===== config.mk =====
export PLATFORM = sky130hd
export DESIGN_NAME = echo_emulator
export DESIGN_NICKNAME = d
export VERILOG_FILES = /design/src/rtl/echo_emulator.sv
export SDC_FILE = /design/constraint.sdc
export NUM_CORES = 1
export LEC_CHECK = 0
export CAP_MARGIN = 0
export CORE_MARGIN = 8
export CORE_UTILIZATION = 50
export DETAILED_ROUTE_END_ITERATION = 8
export HOLD_SLACK_MARGIN = 0.15
export PLACE_DENSITY = 0.69
export SKIP_CTS_REPAIR_TIMING = 1
export SLEW_MARGIN = 0
export SYNTH_ARGS = -nofsm -noshare
export SYNTH_HDL_FRONTEND = slang
export SYNTH_SLANG_ARGS = --single-unit

===== constraint.sdc =====
create_clock -name system_clk -period 4.81 [get_ports system_clk]
set_input_delay 0.481 -clock system_clk [delete_from_list [all_inputs] [get_ports system_clk]]
set_output_delay 0.481 -clock system_clk [all_outputs]
set_load 0.05 [all_outputs]

===== src/rtl/echo_emulator.sv =====
// echo_emulator -- synthesizable ultrasonic sensor responder.
//
// Watches the ranging core's transmit trigger and answers with a single
// echo pulse delayed by the round-trip flight time for a programmable
// distance. Out-of-range distances produce a no_echo strobe instead.
//
// Ports:
//   system_clk   in   sole clock
//   reset        in   asynchronous, active-low
//   stimulus     in   trigger from ranging core (asynchronous, synchronized here)
//   enable       in   1 = accept new triggers
//   distance_cm  in   simulated target distance, sampled at trigger acceptance
//   cathode      out  echo pulse
//   busy         out  high in every state except IDLE
//   no_echo      out  one-cycle strobe for an accepted out-of-range trigger
//   overrun      out  sticky; trigger edge seen while busy
//   echo_count   out  echo pulses emitted, wraps at 16 bits
module echo_emulator #(
    parameter int CYCLES_PER_CM  = 5882,
    parameter int DIST_W         = 10,
    parameter int MAX_CM         = 400,
    parameter int PULSE_CYCLES   = 10,
    parameter int HOLDOFF_CYCLES = 100000,
    parameter int CNT_W          = 32
) (
    input  logic              system_clk,
    input  logic              reset,
    input  logic              stimulus,
    input  logic              enable,
    input  logic [DIST_W-1:0] distance_cm,
    output logic              cathode,
    output logic              busy,
    output logic              no_echo,
    output logic              overrun,
    output logic [15:0]       echo_count
);

    typedef enum logic [1:0] {IDLE, DELAY, PULSE, HOLDOFF} state_t;

    localparam logic [CNT_W-1:0] CPC      = CNT_W'(CYCLES_PER_CM);
    localparam logic [CNT_W-1:0] MAX_D    = CNT_W'(MAX_CM);
    localparam logic [CNT_W-1:0] PULSE_LD = CNT_W'(PULSE_CYCLES - 1);
    localparam logic [CNT_W-1:0] HOLD_LD  = CNT_W'(HOLDOFF_CYCLES - 1);
    localparam logic [CNT_W-1:0] ONE      = CNT_W'(1);

    state_t           state_q, state_d;
    logic [CNT_W-1:0] cnt_q, cnt_d;
    logic             stim_meta, stim_sync, stim_prev;
    logic             edge_det, accept, out_of_range;
    logic [CNT_W-1:0] delay_load;
    logic             cathode_d, busy_d, no_echo_d, overrun_d;
    logic [15:0]      echo_count_d;

    // Two-flop synchronizer plus a history flop for rising-edge detection.
    always_ff @(posedge system_clk or negedge reset) begin
        if (!reset) begin
            stim_meta <= 1'b0;
            stim_sync <= 1'b0;
            stim_prev <= 1'b0;
        end else begin
            stim_meta <= stimulus;
            stim_sync <= stim_meta;
            stim_prev <= stim_sync;
        end
    end

    assign edge_det     = stim_sync & ~stim_prev;
    assign accept       = edge_det & enable & (state_q == IDLE);
    assign delay_load   = CNT_W'(distance_cm) * CPC;
    assign out_of_range = CNT_W'(distance_cm) > MAX_D;

    // State register. cnt_q is shared: delay countdown, then pulse width,
    // then holdoff length, reloaded on each state entry.
    always_ff @(posedge system_clk or negedge reset) begin
        if (!reset) begin
            state_q <= IDLE;
            cnt_q   <= '0;
        end else begin
            state_q <= state_d;
            cnt_q   <= cnt_d;
        end
    end

    // Next-state logic. DELAY leaves when the count is about to hit zero so
    // that cathode rises exactly d*CYCLES_PER_CM cycles after DELAY entry;
    // a zero delay skips DELAY altogether.
    always_comb begin
        state_d = state_q;
        cnt_d   = cnt_q;
        case (state_q)
            IDLE: begin
                if (accept) begin
                    if (out_of_range) begin
                        state_d = HOLDOFF;
                        cnt_d   = HOLD_LD;
                    end else if (delay_load == '0) begin
                        state_d = PULSE;
                        cnt_d   = PULSE_LD;
                    end else begin
                        state_d = DELAY;
                        cnt_d   = delay_load;
                    end
                end
            end
            DELAY: begin
                if (cnt_q == ONE) begin
                    state_d = PULSE;
                    cnt_d   = PULSE_LD;
                end else begin
                    cnt_d = cnt_q - ONE;
                end
            end
            PULSE: begin
                if (cnt_q == '0) begin
                    state_d = HOLDOFF;
                    cnt_d   = HOLD_LD;
                end else begin
                    cnt_d = cnt_q - ONE;
                end
            end
            HOLDOFF: begin
                if (cnt_q == '0) begin
                    state_d = IDLE;
                end else begin
                    cnt_d = cnt_q - ONE;
                end
            end
            default: begin
                state_d = IDLE;
                cnt_d   = '0;
            end
        endcase
    end

    // Output logic, computed from the next state so every output comes
    // straight off a flop and tracks the state register cycle for cycle.
    always_comb begin
        cathode_d    = (state_d == PULSE);
        busy_d       = (state_d != IDLE);
        no_echo_d    = accept & out_of_range;
        // An edge coinciding with HOLDOFF->IDLE still sees state_q != IDLE.
        overrun_d    = overrun | (edge_det & (state_q != IDLE));
        echo_count_d = echo_count;
        if ((state_d == PULSE) && (state_q != PULSE))
            echo_count_d = echo_count + 16'd1;
    end

    always_ff @(posedge system_clk or negedge reset) begin
        if (!reset) begin
            cathode    <= 1'b0;
            busy       <= 1'b0;
            no_echo    <= 1'b0;
            overrun    <= 1'b0;
            echo_count <= '0;
        end else begin
            cathode    <= cathode_d;
            busy       <= busy_d;
            no_echo    <= no_echo_d;
            overrun    <= overrun_d;
            echo_count <= echo_count_d;
        end
    end

endmodule


Word-level counts from Yosys, hierarchy flattened:

Cells that the tools add are included.

* register bits: 57
* input bits: 14
* output and inout bits: 20
* word-level logic and storage cells: 50

* $add $sub $neg: 2
* $mul: 1
* order comparisons: 1
* equality and inequality tests: 8
* multiplexer cells: 14
* bitwise gates (word level): 7
* reductions and logical operators: 7

Operators with widths (number)
* $mux W32: 4
* $pmux W32 S4: 1
* $logic_not A32 Y1: 2
* $mux W23: 2
* $eq A32 B1 Y1 const B: 1
* $sub A32 B1 Y32 const B: 1
* $mul A10 B12 Y22 const B: 1
* $add A16 B1 Y16 const B: 1
* $mux W2: 6
* $gt A10 B9 Y1 const B: 1
* $pmux W2 S4: 1
* $eq A2 B2 Y1 const B: 3
* $ne A2 B2 Y1 const B: 3
* $and A1 B1 Y1: 5
* $reduce_bool A2 Y1: 2
* $eq A2 B1 Y1 const B: 1
* $logic_not A2 Y1: 1
* $reduce_and A2 Y1: 1
* $logic_and A1 B1 Y1: 1
* $not A1 Y1: 1
* $or A1 B1 Y1: 1

Logic depth before layout (Yosys ltp):

* word-level depth: 8
* gate-level depth with buffers: 22

Worst setup path after synthesis:

OpenSTA, ideal clock, no wires.

* path kind: input port to flip-flop
* start point: input port distance_cm[7]
* end point: register echo_count[13]
* setup time: 0.141 ns
* arrival: 5.722 ns
* setup slack: -1.053 ns
* stages on the path: 20
* cell sequence: fa_1 > inv_1 > fa_1 > fa_1 > fa_1 > inv_1 > fa_1 > ha_1 > clkbuf_1 > a21oi_1 > o21ai_0 > a21oi_1 > nand2_1 > or3b_1 > a2111oi_0 > and4_1 > buf_2 > buf_2 > o2111ai_1 > xnor2_1

* cells in the longest elaborated chain, start to end: 8
* elaborated cells on any way between the ends: 9

Ends and longest elaborated chain
* start, declared: RTL line 30 `input logic [DIST_W-1:0] distance_cm,`
* $mul A10 B12 Y22: RTL line 69 `assign delay_load = CNT_W'(distance_cm) * CPC;`
* $logic_not A32 Y1: RTL line 96 `end else if (delay_load == '0) begin`
* $mux W2: RTL line 96
* $mux W2 (*): RTL line 93 `if (out_of_range) begin`
* $mux W2 (*): RTL line 92 `if (accept) begin`
* $pmux W2 S4 (*): RTL line 90 `case (state_q)`
* $eq A2 B2 Y1 (*): RTL line 144 `if ((state_d == PULSE) && (state_q != PULSE))`
* $logic_and A1 B1 Y1 (*): RTL line 144
* end signal, assigned: RTL line 160 `echo_count <= echo_count_d;`
* end, declared: RTL line 35 `output logic [15:0] echo_count`

Every way passes the cells marked *; elsewhere a longest branch is shown, timed or not.
A chain may end at the register's enable or synchronous reset.

Worst setup path in the final report:

* start point: input port distance_cm[6]
* end point: register state_q[1]

* cells in the longest elaborated chain, start to end: 6
* elaborated cells on any way between the ends: 7

Ends and longest elaborated chain
* $mul A10 B12 Y22: RTL line 69
* $logic_not A32 Y1: RTL line 96
* $mux W2: RTL line 96
* $mux W2 (*): RTL line 93
* $mux W2 (*): RTL line 92
* $pmux W2 S4 (*): RTL line 90
* named net state_d[1]: RTL line 46 `state_t state_q, state_d;`
* end signal, assigned: RTL line 79 `state_q <= state_d;`
* end, declared: RTL line 46

The timed path passes the listed nets; every way through them passes the cells marked *.

==> metrics.md <==
| Metric | Value |
|---|---|
| Layout cells sized above 1 | 29.73% |
| Mapped Cells | 690 |
| Leak pwr | 3.831 nW |
| Distinct cells, synth | 64 |
| Number of synthesized flops with an enable pin | 0 |
| Largest net degree at the start of global routing | 58 |
| Final Hold Vio Count | 0 |
| Mapped Nets | 816 |
| Gpl congestion | 0.9710 |
| TritonCTS buffer count | 9 |
| Critical path data required time | 5.08 ns |
| CTS Root Cell | clkbuf_16 |
| Final worst slack | -0.8127 ns |
| Gr busiest metal | met2 |
| Hold Slack | 0.2798 ns |
| Input/output buffers | 33 |
| Congestion Overflow GR | 0 |
| Post-Route Skew | 0.009463 ns |
| Clock buffer depth | 2 |
| Fin. max-slew vios | 0 |
| Via count | 5852 |
| # IOs | 34 |
| Worst vdd ir | 0.5721 mV |
| RSZ-0062 raised after global routing | true |
| Commonest non-fill, non-tap cell in the layout | buf_4 |
| Status | complete, but fails checks |
| Failing checks | setup timing |
| Critical Path AT | 5.89 ns |
| Clk sinks | 57 |
| Hpwl dp | 13480 um |
| Fmax | 177.9 MHz |
| Max Cap Viol | 0 |
| Core Region | 11910 um2 |
| Leading cell types in the layout, fill and taps excluded | buf_4, inv_1, dfrtp_1, ha_1, nand2_1 |
| Vias per inst | 5.864 |
| Sequential fraction of the synthesis area | 23.52% |
| Post-layout min period | 5.623 ns |
| Critical path type | in2reg |
| Area share of the largest cell type after synthesis | 23.52% |
| Mapped Avg Cell Area | 8.787 um2 |
| Vias in the first global route | 5880 |
| Detailed Routing Iterations Pass 1 | 5 |
| # fillers | 878 |
| Met3 track demand over resource | 2.658% |
| CP endpoint kind | register |
| Final period util | 116.9% |
| Worst-Skew Late Latency | 0.33 ns |
| Final core utilization | 71.07% |
| GRT Total Usage | 21.45% |
| Synth Register Bits | 57 |
| Global-route wire length before repair | 28220 um |
| Final setup violation count | 25 |
| Average wire per standard cell | 18.04 um |
| Die Height | 126.1 um |
| DRC viols | 0 |
| Worst-path cell chain | dlymetal6s2s_1 -> inv_2 -> fa_2 -> fa_1 -> fa_2 -> inv_1 -> fa_2 -> fa_1 -> ha_4 -> buf_4 -> nand2_2 -> o21ai_2 -> a221o_1 -> nor3_4 -> buf_4 -> o22ai_2 -> or4_4 -> nor4_4 -> buf_4 -> buf_4 -> o21ai_1 -> nand2_1 |
| Cell mode on critical path | buf_4 |
| Clock-pin slew on the worst setup and hold paths | 0.05 ns |
| Initial antenna violation count | 0 |
| Synth Flop Type | dfrtp_1 |
| Iter 0 DRT Violations | 577 |
| Die area | 15910 um2 |
| Yosys top cell by area | dfrtp_1 |
| Grt met1 use | 25.44% |
| Leading post-synthesis cells by cell area | dfrtp_1, fa_1, ha_1 |
| Routed WL | 18000 um |
| Critical-path top delay cell | fa_2 |
| GRT met2 Usage | 38.35% |
| Final nets | 973 |
| Diode count | 0 |
| HP Class | in2async |
| Cell Area, Synth | 6063 um2 |
| Area growth from synthesis to layout | 39.62% |
| Worst-margin pin slew | 0.8256 ns |
| Power Density | 777.1 nW/um2 |
| CP Launch Type | primary input |
| Site Rows | 40 |
| Rel. slew slack | 44.38% |
| Largest stage delay, worst path | 0.61 ns |
| CP Max Fanout | 5 |
| Ys Warns | 0 |
| Post-DRT Antenna Nets | 0 |
| Async set or reset register ratio after synthesis | 100.0% |
| CTS tree | built |
| Starting density of the core | 50.90% |
| Max H-tree Level | 3 |
| Die span in x | 126.1 um |
[layout make-up]
type	instances	area, um2	area share [%]
inverters	77	289.0	3.414
clock buffers	11	252.7	2.986
flip-flops and latches	57	1426	16.85
clock inverters	4	76.32	0.9016
well taps	147	183.9	2.173
multi-input cells	534	4830	57.05
repair buffers	168	1408	16.63
[cell usage after synthesis (3+ instances only)]
library cell and n:
inv_1 76, ha_1 68, dfrtp_1 57, o21ai_0 56
nand2_1 53, nor2_1 47, fa_1 44, a21oi_1 42
xnor2_1 21, nor3_1 18, o211ai_1 15, nand4_1 12
a21o_1 11, buf_2 10, clkbuf_1 10, nand3_1 10
nor4_1 10, or3_1 10, nand2b_1 9, xor2_1 8
a31oi_1 7, and3_1 6, o2111ai_1 6, o21ai_1 6
o21a_1 5, a21boi_0 4, a22o_1 4, o221ai_1 4
or2_2 4, or4_1 4, a211oi_1 3, and2_1 3
o31ai_1 3
[stage by stage]
stage / power (mW) / setup TNS [ns] / area (um2) / setup WS [ns] / cells
after floorplan: 2.724 / -12.08 / 6165 / -0.6837 / 690
after global placement: 4.527 / -40.02 / 7470 / -1.689 / 970
final: 6.579 / -14.86 / 8466 / -0.8127 / 998
after detailed placement: 4.617 / -41.93 / 7470 / -1.729 / 970
after global routing: 6.998 / -19.41 / 8466 / -0.9698 / 998
after CTS: 5.341 / -30.51 / 7799 / -1.406 / 985
[critical path, delay by kind of cell]
kind	cells	cell delay, ns
adders and majority gates	6	2.83
buffers and inverters	7	0.80
AOI/OAI and AO/OA	4	0.56
and+or+nand+nor	5	1.20
[where the power goes]
part           switching [mW]  internal, mW
registers            0.000674         0.481
clock network           0.223         0.479
logic                    2.67          2.72
total                    2.89          3.69
[per-layer routing]
layer / vias to the layer above / part of all wire, %
met4: 0 / 3.9
met5: - / 0
met1: 2861 / 41
met3: 57 / 3.4
li1: 2759 / -
met2: 175 / 52
[worst paths after layout]
kind	cells past startpoint	from	slack, ns	end
worst min-delay path	2	reset	0.28	echo_count[10]
min in group system_clk	0	stim_meta	0.36	stim_sync
worst max-delay path	22	distance_cm[6]	-0.81	state_q[1]
max in group asynchronous	2	reset	4.04	cnt_q[17]
worst max register to register	10	cnt_q[8]	1.19	cnt_q[17]
worst min register to register	0	stim_meta	0.36	stim_sync
[cells by family (layout without fill, tap and decap cells)]
family,after synthesis,count (layout),share of synthesized area [%]
AND/OR/NAND/NOR,201,201,16.78
multiplexers,1,1,0.1857
adder cells (fa/ha/maj),112,112,28.56
XOR/XNOR,29,29,4.189
flip-flops,57,57,23.52
AO/OA/AOI/OAI,191,191,20.18
buffers and inverters,99,260,6.583
[sequential cells by signal (all words and copies together) (netlist names)]
name,flops
cnt_q,32
echo_count,16
stim_meta,1
stim_sync,1
stim_prev,1
state_q,2
busy,1
cathode,1
overrun,1
no_echo,1
Note: power is estimated with default switching activity, not from simulation.
